<file path="src/rtl/multicycle_controller.sv">
// Multicycle RV32I control unit: Moore FSM that sequences fetch, decode and
// the per-class execute/writeback steps, plus a retired-instruction counter.
module multicycle_controller #(
    parameter int CNT_W           = 32,
    parameter bit TRAP_ON_ILLEGAL = 1'b1
) (
    input  logic             clk,
    input  logic             reset,
    input  logic [6:0]       op,
    input  logic [2:0]       f3,
    input  logic             f7,
    input  logic             zero,
    output logic             pcWrite,
    output logic             adrSrc,
    output logic             memWrite,
    output logic             irWrite,
    output logic [1:0]       resultSrc,
    output logic [2:0]       ALUControl,
    output logic [1:0]       aluSrcA,
    output logic [1:0]       aluSrcB,
    output logic [1:0]       inmSrc,
    output logic             regWrite,
    output logic             retire,
    output logic             illegal,
    output logic [CNT_W-1:0] instret
);

    typedef enum logic [3:0] {
        FETCH, DECODE, MEMADR, MEMREAD, MEMWB, MEMWRITE,
        EXECR, EXECI, ALUWB, BEQ, JAL, TRAP
    } state_t;

    localparam logic [6:0] OP_LW  = 7'b0000011;
    localparam logic [6:0] OP_SW  = 7'b0100011;
    localparam logic [6:0] OP_R   = 7'b0110011;
    localparam logic [6:0] OP_I   = 7'b0010011;
    localparam logic [6:0] OP_BEQ = 7'b1100011;
    localparam logic [6:0] OP_JAL = 7'b1101111;

    state_t           state_q, state_d;
    logic [CNT_W-1:0] instret_q, instret_d;
    logic             dec_illegal;
    logic             alu_f3_ok;
    logic [1:0]       alu_op;

    // Encoding legality as seen by DECODE; only funct3 values the ALU decode knows are legal.
    always_comb begin
        alu_f3_ok   = (f3 == 3'b000) || (f3 == 3'b010) || (f3 == 3'b110) || (f3 == 3'b111);
        dec_illegal = 1'b0;
        case (op)
            OP_LW, OP_SW: dec_illegal = (f3 != 3'b010);
            OP_R, OP_I:   dec_illegal = !alu_f3_ok;
            OP_BEQ:       dec_illegal = (f3 != 3'b000);
            OP_JAL:       dec_illegal = 1'b0;
            default:      dec_illegal = 1'b1;
        endcase
    end

    // Next-state sequencing.
    always_comb begin
        state_d = state_q;
        case (state_q)
            FETCH:   state_d = DECODE;
            DECODE: begin
                if (dec_illegal)
                    state_d = TRAP_ON_ILLEGAL ? TRAP : FETCH;
                else begin
                    case (op)
                        OP_LW, OP_SW: state_d = MEMADR;
                        OP_R:         state_d = EXECR;
                        OP_I:         state_d = EXECI;
                        OP_BEQ:       state_d = BEQ;
                        default:      state_d = JAL;
                    endcase
                end
            end
            MEMADR:   state_d = (op == OP_LW) ? MEMREAD : MEMWRITE;
            MEMREAD:  state_d = MEMWB;
            MEMWB:    state_d = FETCH;
            MEMWRITE: state_d = FETCH;
            EXECR:    state_d = ALUWB;
            EXECI:    state_d = ALUWB;
            ALUWB:    state_d = FETCH;
            BEQ:      state_d = FETCH;
            JAL:      state_d = ALUWB;
            TRAP:     state_d = TRAP;
            default:  state_d = FETCH;
        endcase
    end

    // Per-state datapath controls; enables are held off while reset is low.
    always_comb begin
        pcWrite   = 1'b0;
        adrSrc    = 1'b0;
        memWrite  = 1'b0;
        irWrite   = 1'b0;
        resultSrc = 2'b00;
        aluSrcA   = 2'b00;
        aluSrcB   = 2'b00;
        alu_op    = 2'b00;
        regWrite  = 1'b0;
        retire    = 1'b0;
        illegal   = 1'b0;
        case (state_q)
            FETCH: begin
                irWrite = 1'b1; aluSrcB = 2'b10; resultSrc = 2'b10; pcWrite = 1'b1;
            end
            DECODE:   begin aluSrcA = 2'b01; aluSrcB = 2'b01; end
            MEMADR:   begin aluSrcA = 2'b10; aluSrcB = 2'b01; end
            MEMREAD:  adrSrc = 1'b1;
            MEMWB:    begin resultSrc = 2'b01; regWrite = 1'b1; retire = 1'b1; end
            MEMWRITE: begin adrSrc = 1'b1; memWrite = 1'b1; retire = 1'b1; end
            EXECR:    begin aluSrcA = 2'b10; alu_op = 2'b10; end
            EXECI:    begin aluSrcA = 2'b10; aluSrcB = 2'b01; alu_op = 2'b10; end
            ALUWB:    begin regWrite = 1'b1; retire = 1'b1; end
            BEQ:      begin aluSrcA = 2'b10; alu_op = 2'b01; pcWrite = zero; retire = 1'b1; end
            JAL:      begin aluSrcA = 2'b01; aluSrcB = 2'b10; pcWrite = 1'b1; end
            TRAP:     illegal = 1'b1;
            default:  ;
        endcase
        if (!reset) begin
            pcWrite  = 1'b0;
            irWrite  = 1'b0;
            regWrite = 1'b0;
            memWrite = 1'b0;
            retire   = 1'b0;
        end
    end

    // ALU operation select; subtract on f7 only for register-register ops (op[5]).
    always_comb begin
        ALUControl = 3'b000;
        case (alu_op)
            2'b01: ALUControl = 3'b001;
            2'b10: begin
                case (f3)
                    3'b000:  ALUControl = (op[5] && f7) ? 3'b001 : 3'b000;
                    3'b010:  ALUControl = 3'b101;
                    3'b110:  ALUControl = 3'b011;
                    3'b111:  ALUControl = 3'b010;
                    default: ALUControl = 3'b000;
                endcase
            end
            default: ALUControl = 3'b000;
        endcase
    end

    // Immediate format follows the opcode directly, independent of state.
    always_comb begin
        case (op)
            OP_SW:   inmSrc = 2'b01;
            OP_BEQ:  inmSrc = 2'b10;
            OP_JAL:  inmSrc = 2'b11;
            default: inmSrc = 2'b00;
        endcase
    end

    // Retired count advances on the final state of every legal instruction.
    always_comb instret_d = instret_q + CNT_W'(retire);

    // State and counter registers.
    always_ff @(posedge clk or negedge reset) begin
        if (!reset) begin
            state_q   <= FETCH;
            instret_q <= '0;
        end else begin
            state_q   <= state_d;
            instret_q <= instret_d;
        end
    end

    assign instret = instret_q;

endmodule

</file>
<file path="config.mk">
export PLATFORM = sky130hd
export DESIGN_NAME = multicycle_controller
export DESIGN_NICKNAME = d
export VERILOG_FILES = /design/src/rtl/multicycle_controller.sv
export SDC_FILE = /design/constraint.sdc
export NUM_CORES = 1
export LEC_CHECK = 0
export CAP_MARGIN = 25
export CORE_MARGIN = 2
export CORE_UTILIZATION = 50
export CTS_CLUSTER_DIAMETER = 60
export DETAILED_ROUTE_END_ITERATION = 8
export GPL_ROUTABILITY_DRIVEN = 0
export MAX_ROUTING_LAYER = met4
export PLACE_DENSITY_LB_ADDON = 0.2
export SYNTH_ARGS = -nofsm -noshare
export SYNTH_HDL_FRONTEND = slang
export SYNTH_SLANG_ARGS = --single-unit
</file>
<file path="constraint.sdc">
create_clock -name clk -period 4.05 [get_ports clk]
set_clock_uncertainty 0.15 [all_clocks]
set_input_delay 1.215 -clock clk [delete_from_list [all_inputs] [get_ports clk]]
set_output_delay 1.215 -clock clk [all_outputs]
set_load 0.005 [all_outputs]
</file>
Word level (Yosys, flattened, before mapping)
Cells that the tools add are included.
{"block": "word_totals", "latchBits": 0, "register_bits": 36, "rom_bits": 0, "inputBits": 14, "wordCells": 70, "mem_count": 0, "mem_bits_rw": 0}
{"block": "classes", "n_mux": 25, "eq_ne": 23, "div_mod_pow": 0, "n_shift": 0, "multipliers": 0, "n_lt_le_gt_ge": 0, "bitwise": 0, "n_reduce_logical": 19, "n_addsub": 1}
{"operator": "32-bit by 1-bit adder with 32-bit output", "count": 1}
{"operator": "4-bit one-hot mux with 6 select lines", "count": 1}
{"operator": "4-bit by 3-bit == test with 1-bit output, second input constant", "count": 4}
{"operator": "4-bit == test, second input constant", "count": 4}
{"operator": "2-bit one-hot mux with 2 select lines", "count": 4}
{"operator": "4-bit one-hot mux with 4 select lines", "count": 1}
{"operator": "7-bit by 6-bit == test with 1-bit output, second input constant", "count": 2}
{"operator": "7-bit == test, second input constant", "count": 2}
{"operator": "2-bit OR reduction", "count": 7}
{"operator": "1-bit 2-to-1 mux", "count": 12}
{"operator": "3-bit one-hot mux with 4 select lines", "count": 1}
{"operator": "4-bit by 2-bit == test with 1-bit output, second input constant", "count": 2}
{"operator": "4-bit OR reduction", "count": 2}
{"operator": "7-bit by 2-bit == test with 1-bit output, second input constant", "count": 1}
{"operator": "7-bit by 5-bit == test with 1-bit output, second input constant", "count": 1}
{"operator": "3-bit == test, second input constant", "count": 2}
{"operator": "2-bit one-hot mux with 3 select lines", "count": 1}
{"operator": "3-bit one-hot mux with 2 select lines", "count": 1}
{"operator": "3-bit OR reduction", "count": 2}
{"operator": "4-bit by 1-bit == test with 1-bit output, second input constant", "count": 1}
{"operator": "4-bit logical NOT", "count": 1}
{"operator": "4-bit 2-to-1 mux", "count": 1}
{"operator": "1-bit one-hot mux with 4 select lines", "count": 1}
{"operator": "3-bit by 2-bit == test with 1-bit output, second input constant", "count": 1}
{"operator": "10 further kinds", "count": 12}

Longest topological paths before layout
Gate-level depths: netlist of the first run.
{"block": "depth", "word_depth": 8, "mapped_depth": 9, "depth_no_buf": 8}

Least setup slack after synthesis of the first run
No wires, ideal clock.
{"block": "synth_path", "kind": "input to output", "start": "input port op[3]", "end": "output port inmSrc[0]", "t_required_ps": 2685, "t_arrival_ps": 2045, "n_path_buf": 0, "cell_stages": 2, "setup_slack_ps": 640, "path_cell_list": "or3_1 -> a2111oi_0"}
{"block": "synth_between", "elab_chain_len": 2, "word_cells_on_any_way": 4, "cone_classes": "eq/ne: 3; mux: 1"}
{"item": "start: declaration", "line_no": "9", "rtl": "input logic [6:0] op,"}
{"item": "7-bit == test / 7-bit by 6-bit == test with 1-bit output (equally long branches)", "line_no": "150", "rtl": "case (op)"}
{"item": "2-bit one-hot mux with 3 select lines (*)", "line_no": "150"}
{"item": "end: declaration", "line_no": "21", "rtl": "output logic [1:0] inmSrc,"}
Every way passes the cells marked *; elsewhere a longest branch is shown, timed or not.

Final worst setup path of the first run
{"block": "layout_path", "start": "input port f3[2]", "end": "output port ALUControl[2]"}
{"block": "layout_between", "elab_chain_len": 3, "word_cells_on_any_way": 6, "cone_classes": "eq/ne: 3; mux: 2; reduce/logical: 1"}
{"item": "start: declaration", "line_no": "10", "rtl": "input logic [2:0] f3,"}
{"item": "3-bit == test, or another cell as far along", "line_no": "136", "rtl": "case (f3)"}
{"item": "3-bit one-hot mux with 4 select lines (*)", "line_no": "136"}
{"item": "3-bit one-hot mux with 2 select lines (*)", "line_no": "133", "rtl": "case (alu_op)"}
{"item": "end: declaration", "line_no": "18", "rtl": "output logic [2:0] ALUControl,"}
Marked as above.

==> impl_results.html, run 1 <==
<table>
<tr><th>Metric</th><th>Value</th></tr>
<tr><th colspan="2">STA</th></tr>
<tr><td>Relative slew slack</td><td>0.5303</td></tr>
<tr><td>Final-report max-slew violation count</td><td>0</td></tr>
<tr><td>Clock period minus worst slack</td><td>3965 ps</td></tr>
<tr><td>Final period utilization</td><td>0.9791</td></tr>
<tr><td>Setup TNS</td><td>0 ps</td></tr>
<tr><td>Max Clock Freq</td><td>252.2 MHz</td></tr>
<tr><td># setup viols final</td><td>0</td></tr>
<tr><td>RSZ-0062 raised after global routing</td><td>no</td></tr>
<tr><td>Worst Tran Pin Value</td><td>699.2 ps</td></tr>
<tr><td>Final hold violation count</td><td>0</td></tr>
<tr><th colspan="2">Global route</th></tr>
<tr><td>Pin count of the biggest net entering global routing</td><td>16</td></tr>
<tr><td>Via count of the first global-routing pass</td><td>1,650</td></tr>
<tr><td>First-pass GRT wire length</td><td>7210 µm</td></tr>
<tr><td>Initial antenna violation count</td><td>0</td></tr>
<tr><td>Gr usage total</td><td>0.2155</td></tr>
<tr><td>Total global routing overflow</td><td>0</td></tr>
<tr><th colspan="2">Clocking</th></tr>
<tr><td>TritonCTS clock tree</td><td>built</td></tr>
<tr><td>Cell chosen for the clock root</td><td>sky130_fd_sc_hd__clkbuf_8</td></tr>
<tr><td>CTS Buf Count</td><td>5</td></tr>
<tr><td>Clock slew at the register clock pins of the worst setup and hold paths</td><td>70 ps</td></tr>
<tr><td>Maximum buffer depth of the clock tree</td><td>2</td></tr>
<tr><td>Num Clock Sinks</td><td>36</td></tr>
<tr><td>Hold bufs inserted after CTS</td><td>0</td></tr>
<tr><td>Worst-Skew Late Latency</td><td>280 ps</td></tr>
<tr><td>Htree depth</td><td>2</td></tr>
<tr><th colspan="2">Power</th></tr>
<tr><td>Leakage</td><td>1.262 nW</td></tr>
<tr><td>Power per cell area</td><td>409.0 nW/µm²</td></tr>
<tr><td>Worst ir drop on vdd</td><td>0.2193 mV</td></tr>
<tr><th colspan="2">Synthesis</th></tr>
<tr><td>Post-synthesis adder-cell area fraction</td><td>0.02489</td></tr>
<tr><td>Post-synthesis sequential element count</td><td>36</td></tr>
<tr><td>Post-synth top area cell</td><td>sky130_fd_sc_hd__dfrtp_1</td></tr>
<tr><td>Share of synthesized cell area in and, or, nand and nor gates</td><td>0.2937</td></tr>
<tr><td>Number of enable-type register cells in the synthesized netlist</td><td>0</td></tr>
<tr><td>Count of cell types in the netlist</td><td>41</td></tr>
<tr><td>Most repeated cell in the gate-level netlist after synthesis</td><td>sky130_fd_sc_hd__dfrtp_1</td></tr>
<tr><td>Main combinational cell family by area after synthesis</td><td>simple AND/OR/NAND/NOR gates</td></tr>
<tr><td>Mapped Cells</td><td>202</td></tr>
<tr><td>Proportion of synthesized chip area in sequential cells</td><td>0.4480</td></tr>
<tr><td>Flip-flop cell with the highest count after synthesis</td><td>sky130_fd_sc_hd__dfrtp_1</td></tr>
<tr><td>Multiplexer fraction of the synthesized cell area</td><td>0.005600</td></tr>
<tr><td>Net count after synthesis</td><td>220</td></tr>
<tr><td>Cell area after synthesis</td><td>2011 µm²</td></tr>
<tr><td>Top cells by area in the synthesized netlist</td><td>sky130_fd_sc_hd__dfrtp_1 (45%), sky130_fd_sc_hd__xnor2_1 (10%), sky130_fd_sc_hd__nand3_1 (5.2%)</td></tr>
<tr><td>Commonest cells in the synthesized netlist</td><td>sky130_fd_sc_hd__dfrtp_1 (36), sky130_fd_sc_hd__xnor2_1 (24), sky130_fd_sc_hd__nand3_1 (21)</td></tr>
<tr><td>Mean cell area of the mapped netlist</td><td>9.954 µm²</td></tr>
<tr><td>Compound-cell area share of the yosys netlist</td><td>0.05912</td></tr>
<tr><td>Yosys warning count</td><td>0</td></tr>
<tr><td>Share of the synthesized netlist area taken by xor and xnor gates</td><td>0.1437</td></tr>
<tr><td>Share of flip-flops with an asynchronous set or reset after synthesis</td><td>1.000</td></tr>
<tr><td>Area fraction of the dominant cell type after synthesis</td><td>0.4480</td></tr>
<tr><th colspan="2">Die</th></tr>
<tr><td>Core area</td><td>3943 µm²</td></tr>
<tr><td>Die width</td><td>67.42 µm</td></tr>
<tr><td>Number of rows in the core area</td><td>23</td></tr>
<tr><td>Number of top-level pins</td><td>64</td></tr>
<tr><td>Height of the die</td><td>67.42 µm</td></tr>
<tr><td>Starting density of the core</td><td>0.5100</td></tr>
<tr><td>Total Die Area</td><td>4545 µm²</td></tr>
<tr><th colspan="2">Final layout</th></tr>
<tr><td>Area growth from synthesis to final layout</td><td>41.26%</td></tr>
<tr><td>Final antenna diode count</td><td>0</td></tr>
<tr><td>Ratio of cells with drive above 1 in the final layout</td><td>0.09712</td></tr>
<tr><td>Number of nets in the layout</td><td>296</td></tr>
<tr><td>Utilization after layout</td><td>0.7204</td></tr>
<tr><td>Post-route cell area</td><td>2840 µm²</td></tr>
<tr><th colspan="2">Worst setup path</th></tr>
<tr><td>Slack of the worst reg-to-reg path</td><td>1190 ps</td></tr>
<tr><td>Required time of the critical path</td><td>2680 ps</td></tr>
<tr><td>Capturing element of the worst setup path</td><td>ALUControl[2]</td></tr>
<tr><td>Startpoint type of the worst setup path</td><td>primary input</td></tr>
<tr><td>Highest net fanout along the worst path</td><td>4</td></tr>
<tr><td>Worst R2R End</td><td>instret[28]</td></tr>
<tr><td>Depth of the worst register-to-register path</td><td>8</td></tr>
<tr><td>Worst r2r src</td><td>state_q[2]</td></tr>
<tr><td>Startpoint of the most critical setup path</td><td>f3[2]</td></tr>
<tr><td>Setup crit end kind</td><td>output port</td></tr>
<tr><td>Endpoint arrival time on the critical path</td><td>2600 ps</td></tr>
<tr><td>Crit Path Class</td><td>in -&gt; out</td></tr>
<tr><th colspan="2">Place</th></tr>
<tr><td>Post-detailed-placement cell area</td><td>2750 µm²</td></tr>
<tr><td>Detail Placement HPWL</td><td>3425 µm</td></tr>
<tr><td>Number of port buffers</td><td>63</td></tr>
<tr><th colspan="2">Status</th></tr>
<tr><td>Run status</td><td>completed</td></tr>
<tr><th colspan="2">Detailed routing</th></tr>
<tr><td>Number of nets still failing antenna checks after routing</td><td>0</td></tr>
<tr><td>Post-DR vias/cell</td><td>5.341</td></tr>
<tr><td>Via count</td><td>1,752</td></tr>
<tr><td>Routed wire per std cell</td><td>13.83 µm</td></tr>
<tr><td>Final routed wirelength across all metal layers</td><td>4536 µm</td></tr>
<tr><td>Post-route DRC</td><td>0</td></tr>
<tr><td>First-pass iteration count of the detailed router</td><td>4</td></tr>
<tr><td>Initial DRC count</td><td>84</td></tr>
<tr><th colspan="2">Run</th></tr>
<tr><td>Number of maximum-capacitance constraint violations</td><td>0</td></tr>
<tr><th colspan="2">Hold path</th></tr>
<tr><td>Min-delay worst type</td><td>reg -&gt; reg</td></tr>
</table>
-- worst max-delay path: stages --
cell and delay (ps):
sky130_fd_sc_hd__clkdlybuf4s50_1 480, sky130_fd_sc_hd__nor2_2 190, sky130_fd_sc_hd__and4b_1 220, sky130_fd_sc_hd__clkdlybuf4s50_1 500
-- worst min path at each step --
stage                startpoint           to  slack, ps  cells past startpoint
finish              instret[31]  instret[31]        330                      1
global route        instret[19]  instret[19]        360                      1
CTS                 instret[31]  instret[31]        330                      1
detailed placement  instret[31]  instret[31]        320                      1
global placement    instret[31]  instret[31]        320                      1
floorplan           instret[31]  instret[31]        320                      1
-- placed cells by master, fill, tap and decap left out, drive strengths merged, types with 2 or more instances in the layout --
cell,count
clkbuf,7
nor3,6
inv,5
and4,2
or3,3
and3,7
and3b,2
and2,5
a31oi,2
nor4,3
a21oi,3
and4b,2
clkdlybuf4s50,59
nor3b,2
ha,4
xor2,9
dfrtp,36
o21ai,3
nor2b,5
buf,13
nand3,21
nand2,15
nor2,16
nand4,8
xnor2,24
-- layout make-up --
type,count,area [µm²]
well taps,50,62.56
fillers,319,1102
clock inverters,1,5.005
flip-flops and latches,36,900.9
repair buffers,75,711.9
clock buffers,6,72.57
multi-input cells,155,1069
inverters,5,18.77
-- repair_timing --
item / CTS / global route
setup endpoints to repair: 2 / 3
setup buffers: 1 / 0
pin swaps: 1 / 0
resized for setup: 3 / 5
-- state kept, by name, indices dropped and copies added (netlist names) --
register	count
state_q	4
instret	32
-- power by group --
group          total [mW]  switching [mW]  internal (mW)
Sequential          0.483          0.0787          0.404
Combinational       0.448           0.182          0.266
Clock               0.231           0.114          0.117
Total                1.16           0.375          0.786
-- logic make-up after synthesis --
group,count (synthesis)
buffers and inverters,11
AND/OR/NAND/NOR,100
multiplexers,1
AO/OA/AOI/OAI,17
XOR/XNOR,33
adder cells (fa/ha/maj),4
flip-flops,36
-- layer usage --
layer / vias up / GRT usage / routed length [µm]
met3: 4 / 0.05500 / 235
met5: - / - / 0
met4: 0 / 0.04082 / 28
met2: 49 / 0.3564 / 2216
met1: 837 / 0.2696 / 2055
li1: 862 / - / -
-- through the flow --
step | power (mW) | setup slack, ps | hold WS, ps | std cells
final | 1.162 | 84.76 | 328.2 | 328
after global routing | 1.251 | 22.14 | 362.4 | 328
after CTS | 1.171 | 15.50 | 333.6 | 328
after detailed placement | 0.9395 | -269.6 | 316.7 | 320
after global placement | 0.9255 | -280.5 | 315.6 | 320
after floorplan | 0.6974 | 639.9 | 318.3 | 202
Note: power is estimated with default switching activity, not from simulation.
==> run 2, diff against run 1 <==
--- a/config.mk
+++ b/config.mk
@@ -13,6 +13,7 @@
 export GPL_ROUTABILITY_DRIVEN = 0
 export MAX_ROUTING_LAYER = met4
 export PLACE_DENSITY_LB_ADDON = 0.2
+export RECOVER_POWER = 25
 export SYNTH_ARGS = -nofsm -noshare
 export SYNTH_HDL_FRONTEND = slang
 export SYNTH_SLANG_ARGS = --single-unit
==> run 2 against run 1 <==
Compared with the run above: non-clock buffer count unchanged; die area unchanged; global-route usage is the same; combinational power barely moved; cell count unchanged; critical path depth did not move; routed wire length shrank 0.71%; first-iteration DRC count grew 6.0%; via count up 0.17%; clock power about the same.
==> impl_results.html, run 2 (same netlist as run 1, synthesis figures left out) <==
<table>
<tr><th>Metric</th><th>Value</th></tr>
<tr><th colspan="2">Status</th></tr>
<tr><td>Run status</td><td>completed</td></tr>
<tr><th colspan="2">STA</th></tr>
<tr><td>Worst Tran Pin Value</td><td>730.0 ps (+30.79 ps)</td></tr>
<tr><td>Max Clock Freq</td><td>252.2 MHz (unchanged)</td></tr>
<tr><td>RSZ-0062 raised after global routing</td><td>no</td></tr>
<tr><td>Final period utilization</td><td>0.9791 (unchanged)</td></tr>
<tr><td># setup viols final</td><td>0 (unchanged)</td></tr>
<tr><td>Minimum setup slack in the final design</td><td>84.76 ps (unchanged)</td></tr>
<tr><td>Relative slew slack</td><td>0.5133 (-0.01703)</td></tr>
<tr><td>Final-report max-slew violation count</td><td>0 (unchanged)</td></tr>
<tr><td>Clock period minus worst slack</td><td>3965 ps (unchanged)</td></tr>
<tr><td>Final hold violation count</td><td>0 (unchanged)</td></tr>
<tr><th colspan="2">Worst setup path</th></tr>
<tr><td>Highest net fanout along the worst path</td><td>4 (unchanged)</td></tr>
<tr><td>Required time of the critical path</td><td>2680 ps (about the same)</td></tr>
<tr><td>Setup crit end kind</td><td>output port</td></tr>
<tr><td>Crit Path Class</td><td>in -&gt; out</td></tr>
<tr><td>Depth of the worst register-to-register path</td><td>8 (unchanged)</td></tr>
<tr><td>Startpoint type of the worst setup path</td><td>primary input</td></tr>
<tr><td>Endpoint arrival time on the critical path</td><td>2600 ps (about the same)</td></tr>
<tr><th colspan="2">Die</th></tr>
<tr><td>Starting density of the core</td><td>0.5100 (unchanged)</td></tr>
<tr><td>Number of rows in the core area</td><td>23 (unchanged)</td></tr>
<tr><td>Core area</td><td>3943 µm² (unchanged)</td></tr>
<tr><td>Die width</td><td>67.42 µm (unchanged)</td></tr>
<tr><td>Number of top-level pins</td><td>64 (unchanged)</td></tr>
<tr><td>Height of the die</td><td>67.42 µm (unchanged)</td></tr>
<tr><td>Total Die Area</td><td>4545 µm² (unchanged)</td></tr>
<tr><th colspan="2">Detailed routing</th></tr>
<tr><td>Routed length on met2</td><td>2217 µm (about the same)</td></tr>
<tr><td>Routed wire per std cell</td><td>13.73 µm (-0.71%)</td></tr>
<tr><td>Final routed wirelength across all metal layers</td><td>4504 µm (-0.71%)</td></tr>
<tr><td>Number of nets still failing antenna checks after routing</td><td>0 (unchanged)</td></tr>
<tr><td>Post-DR vias/cell</td><td>5.351 (+0.17%)</td></tr>
<tr><td>Uppermost signal routing layer after detailed routing</td><td>met4</td></tr>
<tr><td>First-pass iteration count of the detailed router</td><td>4 (unchanged)</td></tr>
<tr><td>Via count</td><td>1,755 (+0.17%)</td></tr>
<tr><td>Initial DRC count</td><td>89 (+6.0%)</td></tr>
<tr><td>Post-route DRC</td><td>0 (unchanged)</td></tr>
<tr><td>Met3 WL post-DR</td><td>239 µm (+1.7%)</td></tr>
<tr><td>DRT met1 WL</td><td>2019 µm (-1.8%)</td></tr>
<tr><th colspan="2">Power</th></tr>
<tr><td>Sequential cell fraction of total power</td><td>0.416 (about the same)</td></tr>
<tr><td>Net Sw Frac</td><td>0.3232 (about the same)</td></tr>
<tr><td>Power per cell area</td><td>410.2 nW/µm² (+0.30%)</td></tr>
<tr><td>Leakage</td><td>1.248 nW (-1.1%)</td></tr>
<tr><td>Clock Power Share</td><td>0.199 (about the same)</td></tr>
<tr><td>Worst ir drop on vdd</td><td>0.2192 mV (about the same)</td></tr>
<tr><td>Power spent charging and discharging nets</td><td>0.3749 mW (about the same)</td></tr>
<tr><td>Internal power</td><td>0.7850 mW (-0.19%)</td></tr>
<tr><td>Power share of the combinational group</td><td>0.385 (about the same)</td></tr>
<tr><td>Overall power consumption</td><td>1.160 mW (-0.15%)</td></tr>
<tr><th colspan="2">Run</th></tr>
<tr><td>Number of maximum-capacitance constraint violations</td><td>0 (unchanged)</td></tr>
<tr><th colspan="2">Hold path</th></tr>
<tr><td>Number of stages on the worst hold path</td><td>1 (unchanged)</td></tr>
<tr><td>Min-delay worst type</td><td>reg -&gt; reg</td></tr>
<tr><th colspan="2">Final layout</th></tr>
<tr><td>Flip-flop count of the largest register after layout</td><td>32 (unchanged)</td></tr>
<tr><td>Leading cell type in the layout, fill and taps excluded</td><td>sky130_fd_sc_hd__clkdlybuf4s50_1</td></tr>
<tr><td>Ratio of cells with drive above 1 in the final layout</td><td>0.08273 (-0.01439)</td></tr>
<tr><td>Commonest cells after routing, fill and taps aside</td><td>sky130_fd_sc_hd__clkdlybuf4s50_1 (59), sky130_fd_sc_hd__dfrtp_1 (36), sky130_fd_sc_hd__xnor2_1 (24)</td></tr>
<tr><td>Number of nets in the layout</td><td>296 (unchanged)</td></tr>
<tr><td>Area growth from synthesis to final layout</td><td>40.63%</td></tr>
<tr><td>Number of fill cells in the layout</td><td>326 (+2.2%)</td></tr>
<tr><td>Final antenna diode count</td><td>0 (unchanged)</td></tr>
<tr><td>Post-route cell area</td><td>2828 µm² (-0.44%)</td></tr>
<tr><th colspan="2">Clocking</th></tr>
<tr><td>Maximum buffer depth of the clock tree</td><td>2 (unchanged)</td></tr>
<tr><td>Clock slew at the register clock pins of the worst setup and hold paths</td><td>70 ps (about the same)</td></tr>
<tr><td>Htree depth</td><td>2 (unchanged)</td></tr>
<tr><td>CTS Buf Count</td><td>5 (unchanged)</td></tr>
<tr><td>Num Clock Sinks</td><td>36 (unchanged)</td></tr>
<tr><td>Hold bufs inserted after CTS</td><td>0 (unchanged)</td></tr>
<tr><td>Worst-Skew Late Latency</td><td>280 ps (about the same)</td></tr>
<tr><td>Cell chosen for the clock root</td><td>sky130_fd_sc_hd__clkbuf_8</td></tr>
<tr><td>TritonCTS clock tree</td><td>built</td></tr>
<tr><th colspan="2">Global route</th></tr>
<tr><td>Initial antenna violation count</td><td>0 (unchanged)</td></tr>
<tr><td>Gr usage total</td><td>0.2155 (unchanged)</td></tr>
<tr><td>Total global routing overflow</td><td>0 (unchanged)</td></tr>
<tr><td>Pin count of the biggest net entering global routing</td><td>16 (unchanged)</td></tr>
<tr><td>First-pass GRT wire length</td><td>7210 µm (unchanged)</td></tr>
<tr><td>Via count of the first global-routing pass</td><td>1,650 (unchanged)</td></tr>
<tr><th colspan="2">Place</th></tr>
<tr><td>Detail Placement HPWL</td><td>3425 µm (unchanged)</td></tr>
<tr><td>Number of port buffers</td><td>63 (unchanged)</td></tr>
<tr><td>Post-detailed-placement cell area</td><td>2750 µm² (unchanged)</td></tr>
<tr><td>Worst slack, placed</td><td>-269.6 ps (unchanged)</td></tr>
</table>
-- run 2: cell types whose count changed in the layout (fill, tap and decap cells not counted) --
cell                       before  now
sky130_fd_sc_hd__buf_4         12    9
sky130_fd_sc_hd__clkbuf_1       1    5
sky130_fd_sc_hd__buf_2          1    0
-- run 2: layer usage --
layer  vias up  global-route usage
met1       839              0.2696
met3         4             0.05500
met5         -                   -
met4         0             0.04082
met2        49              0.3564
li1        863                   -
-- run 2: final timing paths --
path / from / end / slack (ps)
min in group asynchronous: reset / state_q[0] / 1090
setup / recovery: f3[2] / ALUControl[2] / 80
hold / removal: instret[31] / instret[31] / 330
setup reg to reg: state_q[2] / instret[28] / 1220
hold reg to reg: instret[31] / instret[31] / 330
max in group asynchronous: reset / instret[16] / 2100
-- run 2: metrics by stage --
| stage | utilization | hold slack [ps] | TNS, ps | std cells |
|---|---|---|---|---|
| floorplan | - | 318.3 | 0 | 202 |
| global placement | 0.6976 | 315.6 | -280.5 | 320 |
| detailed placement | 0.6976 | 316.7 | -301.0 | 320 |
| CTS | 0.7188 | 333.6 | 0 | 328 |
| global route | 0.7172 | 362.4 | 0 | 328 |
| finish | 0.7172 | 328.2 | 0 | 328 |
-- run 2: area by class of cell --
class,instances,area (µm²),area share
clock buffers,6,72.57,0.02566
flip-flops and latches,36,900.9,0.3186
inverters,5,18.77,0.006637
multi-input cells,155,1069,0.3779
well taps,50,62.56,0.02212
clock inverters,1,5.005,0.001770
repair buffers,75,699.4,0.2473
-- run 2: power groups by stage --
stage,logic (mW),clock network [mW],registers (mW)
floorplan,0.243,0,0.455
global placement,0.441,0,0.485
detailed placement,0.449,0,0.490
CTS,0.453,0.234,0.484
global route,0.503,0.251,0.495
finish,0.446,0.231,0.482
-- run 2: worst max-delay path: stages --
cell                              delay, ps
sky130_fd_sc_hd__clkdlybuf4s50_1        480
sky130_fd_sc_hd__nor2_2                 190
sky130_fd_sc_hd__and4b_1                220
sky130_fd_sc_hd__clkdlybuf4s50_1        500
-- run 2: timing repair --
action	in CTS	in global routing
pin swaps	1	0
resized for setup	3	5
setup buffers	1	0
setup endpoints to repair	2	3
==> run 3, diff against run 2 <==
--- a/config.mk
+++ b/config.mk
@@ -11,6 +11,8 @@
 export CTS_CLUSTER_DIAMETER = 60
 export DETAILED_ROUTE_END_ITERATION = 8
 export GPL_ROUTABILITY_DRIVEN = 0
+export GPL_TIMING_DRIVEN = 0
+export HOLD_SLACK_MARGIN = 0.08
 export MAX_ROUTING_LAYER = met4
 export PLACE_DENSITY_LB_ADDON = 0.2
 export RECOVER_POWER = 25
==> run 3 against run 2 <==
Compared with the run above: clock-buffer cell count up 1; register-to-register slack worse by 90 ps; first-iteration DRC count down 24%; global-route usage down 0.71 points; via count down 0.46%; worst setup slack worse by 16 ps; non-clock buffer count down 5; maximum frequency down 0.39%; combinational power up 5.2%; sequential share of layout area up 0.085 points.
==> impl_results.html, run 3 (same netlist as run 1, synthesis figures left out) <==
<table>
<tr><th>Metric</th><th>Value</th></tr>
<tr><th colspan="2">Clocking</th></tr>
<tr><td>Htree depth</td><td>2 (unchanged)</td></tr>
<tr><td>TritonCTS clock tree</td><td>built</td></tr>
<tr><td>Cell chosen for the clock root</td><td>sky130_fd_sc_hd__clkbuf_8</td></tr>
<tr><td>CTS Buf Count</td><td>5 (unchanged)</td></tr>
<tr><td>Maximum buffer depth of the clock tree</td><td>2 (unchanged)</td></tr>
<tr><td>Worst-Skew Late Latency</td><td>280 ps (about the same)</td></tr>
<tr><td>Num Clock Sinks</td><td>36 (unchanged)</td></tr>
<tr><td>Hold bufs inserted after CTS</td><td>0 (unchanged)</td></tr>
<tr><td>Clock slew at the register clock pins of the worst setup and hold paths</td><td>70 ps (about the same)</td></tr>
<tr><th colspan="2">Power</th></tr>
<tr><td>Sequential cell fraction of total power</td><td>0.386 (-0.030)</td></tr>
<tr><td>Leakage</td><td>1.252 nW (+0.34%)</td></tr>
<tr><td>Net Sw Frac</td><td>0.3222 (-0.001046)</td></tr>
<tr><td>Power spent charging and discharging nets</td><td>0.3820 mW (+1.9%)</td></tr>
<tr><td>Power share of the combinational group</td><td>0.395 (+0.010)</td></tr>
<tr><td>Power per cell area</td><td>420.4 nW/µm² (+2.5%)</td></tr>
<tr><td>Clock Power Share</td><td>0.219 (+0.020)</td></tr>
<tr><td>Internal power</td><td>0.8036 mW (+2.4%)</td></tr>
<tr><td>Worst ir drop on vdd</td><td>0.2663 mV (+21%)</td></tr>
<tr><th colspan="2">Final layout</th></tr>
<tr><td>Number of fill cells in the layout</td><td>299 (-8.3%)</td></tr>
<tr><td>Final antenna diode count</td><td>0 (unchanged)</td></tr>
<tr><td>Ratio of cells with drive above 1 in the final layout</td><td>0.07299 (-0.009741)</td></tr>
<tr><td>Leading cell type in the layout, fill and taps excluded</td><td>sky130_fd_sc_hd__clkdlybuf4s50_1</td></tr>
<tr><td>Post-route cell area</td><td>2820 µm² (-0.27%)</td></tr>
<tr><td>Flip-flop count of the largest register after layout</td><td>32 (unchanged)</td></tr>
<tr><td>Utilization after layout</td><td>0.7153 (-0.001905)</td></tr>
<tr><td>Area growth from synthesis to final layout</td><td>40.26%</td></tr>
<tr><td>Commonest cells after routing, fill and taps aside</td><td>sky130_fd_sc_hd__clkdlybuf4s50_1 (56), sky130_fd_sc_hd__dfrtp_1 (36), sky130_fd_sc_hd__xnor2_1 (24)</td></tr>
<tr><td>Number of nets in the layout</td><td>291 (-1.7%)</td></tr>
<tr><th colspan="2">Die</th></tr>
<tr><td>Height of the die</td><td>67.42 µm (unchanged)</td></tr>
<tr><td>Die width</td><td>67.42 µm (unchanged)</td></tr>
<tr><td>Number of top-level pins</td><td>64 (unchanged)</td></tr>
<tr><td>Starting density of the core</td><td>0.5100 (unchanged)</td></tr>
<tr><td>Number of rows in the core area</td><td>23 (unchanged)</td></tr>
<tr><td>Total Die Area</td><td>4545 µm² (unchanged)</td></tr>
<tr><td>Core area</td><td>3943 µm² (unchanged)</td></tr>
<tr><th colspan="2">Worst setup path</th></tr>
<tr><td>Top cell by count, worst path</td><td>sky130_fd_sc_hd__clkdlybuf4s50_1</td></tr>
<tr><td>Crit path max-delay cell type</td><td>sky130_fd_sc_hd__clkdlybuf4s50_1</td></tr>
<tr><td>Highest net fanout along the worst path</td><td>5 (+1)</td></tr>
<tr><td>Startpoint type of the worst setup path</td><td>primary input</td></tr>
<tr><td>Crit path cell chain</td><td>clkdlybuf4s50_1, and3b_2, and2_1, clkdlybuf4s50_1</td></tr>
<tr><td>Crit Path Class</td><td>in -&gt; out</td></tr>
<tr><td>Longest individual stage delay on the worst path</td><td>540 ps (+40 ps)</td></tr>
<tr><td>Endpoint arrival time on the critical path</td><td>2620 ps (+20 ps)</td></tr>
<tr><td>Setup crit end kind</td><td>output port</td></tr>
<tr><td>Required time of the critical path</td><td>2680 ps (about the same)</td></tr>
<tr><th colspan="2">Global route</th></tr>
<tr><td>Pin count of the biggest net entering global routing</td><td>41 (+25)</td></tr>
<tr><td>Total global routing overflow</td><td>0 (unchanged)</td></tr>
<tr><td>Initial antenna violation count</td><td>0 (unchanged)</td></tr>
<tr><td>First-pass GRT wire length</td><td>7003 µm (-2.9%)</td></tr>
<tr><td>Gr usage total</td><td>0.2084 (-0.007142)</td></tr>
<tr><td>Via count of the first global-routing pass</td><td>1,587 (-3.8%)</td></tr>
<tr><th colspan="2">Status</th></tr>
<tr><td>Run status</td><td>completed</td></tr>
<tr><th colspan="2">Detailed routing</th></tr>
<tr><td>Routed wire per std cell</td><td>13.41 µm (-2.3%)</td></tr>
<tr><td>Final routed wirelength across all metal layers</td><td>4346 µm (-3.5%)</td></tr>
<tr><td>First-pass iteration count of the detailed router</td><td>4 (unchanged)</td></tr>
<tr><td>Post-DR vias/cell</td><td>5.392 (+0.77%)</td></tr>
<tr><td>Initial DRC count</td><td>68 (-24%)</td></tr>
<tr><td>Via count</td><td>1,747 (-0.46%)</td></tr>
<tr><td>Post-route DRC</td><td>0 (unchanged)</td></tr>
<tr><td>Number of nets still failing antenna checks after routing</td><td>0 (unchanged)</td></tr>
<tr><th colspan="2">Hold path</th></tr>
<tr><td>Min-delay worst type</td><td>reg -&gt; reg</td></tr>
<tr><th colspan="2">STA</th></tr>
<tr><td>Clock period minus worst slack</td><td>3981 ps (+15.60 ps)</td></tr>
<tr><td>Max Clock Freq</td><td>251.2 MHz (-0.39%)</td></tr>
<tr><td>Final hold violation count</td><td>0 (unchanged)</td></tr>
<tr><td>Worst Tran Pin Value</td><td>472.1 ps (-257.9 ps)</td></tr>
<tr><td>Final period utilization</td><td>0.9829 (+0.003851)</td></tr>
<tr><td># setup viols final</td><td>0 (unchanged)</td></tr>
<tr><td>Final-report max-slew violation count</td><td>0 (unchanged)</td></tr>
<tr><td>Relative slew slack</td><td>0.6853 (+0.1719)</td></tr>
<tr><td>RSZ-0062 raised after global routing</td><td>no</td></tr>
<tr><th colspan="2">Place</th></tr>
<tr><td>Number of port buffers</td><td>63 (unchanged)</td></tr>
<tr><td>Post-detailed-placement cell area</td><td>2699 µm² (-1.9%)</td></tr>
<tr><td>Detail Placement HPWL</td><td>3265 µm (-4.7%)</td></tr>
<tr><th colspan="2">Run</th></tr>
<tr><td>Number of maximum-capacitance constraint violations</td><td>0 (unchanged)</td></tr>
</table>
## run 3: cell types whose count changed in the layout (fill, tap and decap cells not counted), sizes merged
cell / previous run / this run
clkinvlp: 0 / 1
clkinv: 1 / 0
clkdlybuf4s50: 59 / 56
dlymetal6s2s: 1 / 5
buf: 9 / 5
dlygate4sd2: 1 / 0
## run 3: area by class of cell
| class | count | area [µm²] | area share |
|---|---|---|---|
| multi-input combinational | 155 | 1070 | 0.3793 |
| sequential | 36 | 900.9 | 0.3194 |
| timing repair buffer | 64 | 643.1 | 0.2280 |
| clock buffer | 7 | 86.33 | 0.03061 |
| tap | 50 | 62.56 | 0.02218 |
| buffer | 6 | 31.28 | 0.01109 |
| inverter | 5 | 18.77 | 0.006655 |
| clock inverter | 1 | 7.507 | 0.002662 |
## run 3: per-layer routing
metal,wire [µm],global-route usage
met1,1931,0.2596
met2,2193,0.3441
met3,203,0.05667
met4,18,0.03827
met5,0,-
## run 3: critical path: cells and delay by family
kind                   cells  cell delay [ps]
buffers and inverters      2             1050
and+or+nand+nor            2              350
## run 3: power by group through the flow
stage / Clock [mW] / Combinational [mW] / Sequential (mW)
after CTS: 0.266 / 0.475 / 0.456
after floorplan: 0 / 0.243 / 0.455
after global placement: 0 / 0.465 / 0.462
after detailed placement: 0 / 0.472 / 0.463
final: 0.259 / 0.469 / 0.458
after global routing: 0.284 / 0.533 / 0.464
## run 3: timing repair
action / in CTS / in global routing
setup endpoints to repair: 3 / 3
gates resized for setup: 7 / 7
pin swaps: 0 / 1
setup buffers: 0 / 1
## run 3: through the flow
step                      total power, mW  hold WS, ps  cells  TNS, ps  worst slack (ps)
after floorplan                    0.6974        318.3    202        0             639.9
after global placement             0.9268        314.3    315   -22960             -1268
after detailed placement           0.9346        332.0    315   -612.6            -339.4
after CTS                           1.198        346.7    323        0             5.999
after global routing                1.282        369.3    324        0             6.948
final                               1.186        342.9    324        0             69.16
## run 3: worst paths after layout
check	start	endpoint	slack, ps	cells after the start
max reg2reg	state_q[2]	instret[26]	1130	9
min in group asynchronous	reset	instret[18]	740	1
max in group asynchronous	reset	instret[26]	2670	1
min reg2reg	instret[31]	instret[31]	340	1
max	op[6]	inmSrc[1]	70	4
min	instret[31]	instret[31]	340	1
